### src/rtl/transposer_ctrl.sv
// Sequencing controller for a bit-plane transposer: loads a parallel block,
// then walks the bit select LSB- or MSB-first, one slice per downstream handshake.
module transposer_ctrl #(
    parameter int SEL_BITS = 4,
    parameter int WL       = 16,
    parameter int WORDS    = 16
) (
    input  logic                  clk,
    input  logic                  rst_n,
    input  logic                  in_valid,
    output logic                  in_ready,
    input  logic [WORDS*WL-1:0]   in_data,
    input  logic [SEL_BITS:0]     in_prec,
    input  logic                  in_msb_first,
    output logic                  tp_enable,
    output logic [WORDS*WL-1:0]   tp_data,
    output logic [SEL_BITS:0]     tp_sel,
    output logic                  out_valid,
    input  logic                  out_ready,
    output logic                  out_first,
    output logic                  out_last,
    output logic [15:0]           blk_cnt,
    output logic                  dbg_state
);

    localparam int SW = SEL_BITS + 1;
    localparam logic [SEL_BITS:0] WL_SEL = SW'(WL);
    localparam logic [SEL_BITS:0] ONE    = SW'(1);

    typedef enum logic {
        IDLE   = 1'b0,
        STREAM = 1'b1
    } state_t;

    state_t            state;
    logic [SEL_BITS:0] prec_q;
    logic              msb_q;
    logic [15:0]       blk_cnt_q;

    logic [SEL_BITS:0] prec_eff;
    logic [SEL_BITS:0] load_sel;
    logic [SEL_BITS:0] step_sel;
    logic [SEL_BITS:0] end_sel;
    logic              hs;

    // Handshakes: a transfer happens on a side exactly when valid && ready are
    // both high at a rising edge; valid never waits on ready. in_ready is built
    // only from registered state and out_ready, so tp_enable cannot loop back.
    assign hs        = out_valid && out_ready;
    assign in_ready  = (state == IDLE) || (out_last && out_ready);
    assign tp_enable = in_valid && in_ready;
    assign tp_data   = in_data;
    assign blk_cnt   = blk_cnt_q;
    assign dbg_state = state;

    // A zero or oversized precision means a full-width word.
    assign prec_eff = ((in_prec == '0) || (in_prec > WL_SEL)) ? WL_SEL : in_prec;
    assign load_sel = in_msb_first ? (prec_eff - ONE) : '0;
    assign step_sel = msb_q ? (tp_sel - ONE) : (tp_sel + ONE);
    assign end_sel  = msb_q ? '0 : (prec_q - ONE);

    always_ff @(posedge clk or negedge rst_n) begin
        if (!rst_n) begin
            state     <= IDLE;
            prec_q    <= '0;
            msb_q     <= 1'b0;
            tp_sel    <= '0;
            out_valid <= 1'b0;
            out_first <= 1'b0;
            out_last  <= 1'b0;
            blk_cnt_q <= '0;
        end else begin
            if (hs && out_last) begin
                blk_cnt_q <= blk_cnt_q + 16'd1;
            end
            // In STREAM a load can only coincide with the last-slice handshake,
            // which gives the zero-bubble hand-over between blocks.
            if (tp_enable) begin
                state     <= STREAM;
                prec_q    <= prec_eff;
                msb_q     <= in_msb_first;
                tp_sel    <= load_sel;
                out_valid <= 1'b1;
                out_first <= 1'b1;
                out_last  <= (prec_eff == ONE);
            end else if (state == STREAM && hs) begin
                if (out_last) begin
                    state     <= IDLE;
                    out_valid <= 1'b0;
                    out_first <= 1'b0;
                    out_last  <= 1'b0;
                end else begin
                    tp_sel    <= step_sel;
                    out_first <= 1'b0;
                    out_last  <= (step_sel == end_sel);
                end
            end
        end
    end

endmodule

### config.mk
export PLATFORM = sky130hd
export DESIGN_NAME = transposer_ctrl
export DESIGN_NICKNAME = d
export VERILOG_FILES = /design/src/rtl/transposer_ctrl.sv
export SDC_FILE = /design/constraint.sdc
export NUM_CORES = 1
export LEC_CHECK = 0
export CAP_MARGIN = 5
export CORE_AREA = 2 2 214 216
export CTS_CLUSTER_DIAMETER = 60
export DETAILED_ROUTE_END_ITERATION = 16
export DIE_AREA = 0 0 216 218
export PLACE_DENSITY = 0.43
export SYNTH_ARGS = -nofsm -noshare
export SYNTH_HDL_FRONTEND = slang
export SYNTH_SLANG_ARGS = --single-unit
### constraint.sdc
create_clock -name clk -period 2.3 [get_ports clk]
set_input_delay 0.345 -clock clk [delete_from_list [all_inputs] [get_ports clk]]
set_output_delay 0.345 -clock clk [all_outputs]
set_load 0.05 [all_outputs]
==> impl_metrics.ini <==
[synthesis]
synth_mux_area_share_pct = 0.852
syn_inst = 437
synth_top_family_by_area = buffers and inverters
netlist_area_um2 = 3670
synth_fp_nets = 712
seq_area_frac_synth_pct = 20.4
synthDistinctLibCells = 39
synth_adder_area_share_pct = 3.27
synth_ff_type = dfrtp_1
synth_edf_count = 0
synth_compound_area_share_pct = 6.71
avgSynthCellArea_um2 = 8.40
post_synth_xor_area_fraction_pct = 6.85
ys_ff_latch = 30
async_reset_ff_share_pct = 100
yosys.area_share.simple_pct = 7.84
yosysWarnings = 0

[pwr]
clockPowerShare_pct = 19.0
switchingPower_mw = 1.56
switching_share_pct = 44.3
ir_drop_uv = 389
power_leakage_nw = 1.14
combPwrFrac_pct = 56.4
power.density_nw_per_um2 = 1130
p_int_mw = 1.97
seq_power_share_pct = 24.6

[timing]
worstMarginPinSlew_ns = 0.615
setup_violations = 0
fmax_mhz = 465
period_share_pct = 93.4
maxSlewViolCount = 0
rsz0062_at_grt = no
fin_crit_ns = 2.15
timing.final.ws_setup_ns = 0.151
hold_viol = 0
max_slew_margin_pct = 58.9
hold_ws_ns = 0.479
final.setup_skew_ns = 0.00655

[route]
ant_nets = 0
post_drt_wl_per_cell_um = 14.2
num_vias = 1920
drt_iter0_drc = 116
via_per_inst = 2.29
route.detailed.drc = 0
drt_pre_antenna_iters = 4
finalWirelength_mm = 11.9

[worst_setup_path]
crit_buf_inv = 1
slowest_delay_ns = 0.89
critPathCaptureType = primary output
r2r_setup_slack_ns = 0.31
path_delay_family = buffers and inverters
critPathLaunchType = flip-flop
cp_slowest_cell = clkdlybuf4s50_1
r2r-end = tp_sel[4]
critPathRequiredTime_ns = 1.96
crit_arrival_ns = 1.80
path_class = reg2out
cp_cell_sequence = clkdlybuf4s50_1
worstPathMaxFanout = 7
crit_start = dbg_state
regToRegStartpoint = msb_q
r2r_cells = 7

[layout]
diodes = 0
nets = 512
final_area_um2 = 3140
nFillCells = 5326
final_util_pct = 6.98
stdcell_count = 838
drive_gt1_share_pct = 15.5
area_growth_pct = -14.6

[grt]
grt_usage_pct = 4.84
first_global_vias = 2009
grt_start_max_net_pins = 31
antenna_found_initial = 0
grt.overflow.total = 0
grt_pass1_wl_mm = 15.4

[clock_tree]
clkTransAtPathRegs_ns = 0.06
max-clock-path-buffers = 2
cts_tree = done
ctsRootBufferMaster = clkbuf_16
cts.sinks = 30
htreeDepth = 2
hold_buffers = 0
numCtsBuffers = 5
post_cts_buffers = 0
ctsResizeCount = 0
worstSkewPairLatency_ns = 0.28

[floorplanning]
start_util_pct = 8.18
fp.dieH_um = 218
ios = 549
core_um2 = 44900
rows = 78
die_area_um2 = 47100
die_x_um = 216

[place]
dpl.cell_count = 830
routabilityCongestion = 0.701
io_buffer_count = 36
dpl_cell_area_um2 = 2990
dp_hpwl_mm = 9.76
preCtsSetupSlack_ns = -0.161

[status]
status = complete, no violations

[min_path]
hold_class = in2async

[run]
cap_violations = 0
[placed cells by master, fill, tap and decap left out, types with 2 or more instances in the layout]
| cell type | n |
|---|---|
| a21oi_1 | 10 |
| dfrtp_1 | 30 |
| a32oi_1 | 2 |
| nand4_1 | 4 |
| nand3_1 | 9 |
| buf_4 | 21 |
| inv_1 | 11 |
| xor2_1 | 10 |
| clkbuf_16 | 5 |
| o21ai_1 | 7 |
| mux2i_1 | 2 |
| nand2_1 | 20 |
| clkdlybuf4s50_1 | 29 |
| nor3b_1 | 2 |
| o21ai_0 | 4 |
| ha_1 | 8 |
| xnor2_1 | 16 |
| and3_1 | 2 |
| o21bai_1 | 2 |
| a21o_1 | 2 |
| nand2b_1 | 4 |
| buf_12 | 3 |
| nor3_1 | 5 |
| nor2_1 | 12 |
[worst max-delay path by stage]
stage | cells past startpoint | slack (ns) | end
floorplan | 6 | 0.07 | out_last
global placement | 10 | -0.13 | tp_sel[4]
detailed placement | 10 | -0.16 | tp_sel[4]
CTS | 1 | 0.05 | dbg_state
global route | 1 | 0.002 | dbg_state
finish | 1 | 0.15 | dbg_state
[sequential cells by signal, summed over array words and instances (netlist names)]
| register | count |
|---|---|
| out_first | 1 |
| dbg_state | 1 |
| msb_q | 1 |
| tp_sel | 5 |
| out_last | 1 |
| prec_q | 5 |
| blk_cnt | 16 |
[metrics by stage]
| stage | power, mW | setup TNS [ns] |
|---|---|---|
| 2_1_floorplan | 3.42 | 0 |
| 3_3_place_gp | 2.91 | -0.276 |
| 3_5_place_dp | 2.93 | -0.416 |
| 4_1_cts | 3.64 | 0 |
| 5_1_grt | 3.85 | 0 |
| 6_report | 3.53 | 0 |
[routing by layer]
layer  part of all wire (%)  up-vias  track usage [%]
li1                       -      739                -
met3                     21      140             4.90
met1                     25      779             3.34
met2                     41      262             6.85
met5                      0        -                0
met4                     12        0             5.57
[cell usage after synthesis, types with 2 or more instances]
cell type / instances / area share [%]
and3_1: 2 / 0.34
nand4_1: 4 / 0.68
a21oi_1: 10 / 1.4
xnor2_1: 16 / 3.8
nor2_1: 12 / 1.2
nand3_1: 9 / 1.2
o21bai_1: 2 / 0.41
nand2b_1: 4 / 0.68
dfrtp_1: 30 / 20
ha_1: 8 / 2.7
xor2_1: 10 / 2.4
o21ai_1: 7 / 0.95
a21o_1: 2 / 0.41
buf_4: 257 / 53
a32oi_1: 2 / 0.48
nor3b_1: 2 / 0.41
inv_1: 11 / 1.1
nor3_1: 5 / 0.68
o21ai_0: 4 / 0.55
nand2_1: 20 / 2.0
mux2i_1: 2 / 0.55
[cells by family (layout without fill, tap and decap cells)]
family / count (synthesis) / in the layout
adder cells (fa/ha/maj): 9 / 9
XOR/XNOR: 27 / 27
flip-flops: 30 / 30
AO/OA/AOI/OAI: 37 / 37
buffers and inverters: 271 / 72
multiplexers: 3 / 3
AND/OR/NAND/NOR: 60 / 60
[area by class of cell]
class                   instances  area, µm²  share of cell area (%)
flip-flops and latches         30        751                    23.9
inverters                      11       41.3                    1.32
repair buffers                 53        508                    16.2
well taps                     600        751                    23.9
clock inverters                 1       5.00                   0.160
multi-input cells             136        937                    29.9
clock buffers                   7        143                    4.55
[power groups by stage]
stage                     Sequential [mW]  Clock [mW]  Combinational [mW]
after floorplan                      1.18           0                2.25
after global placement              0.881           0                2.03
after detailed placement            0.888           0                2.04
after CTS                           0.879       0.712                2.05
after global routing                0.907       0.738                2.21
final                               0.869       0.669                1.99
(Power assumes the default switching activity.)
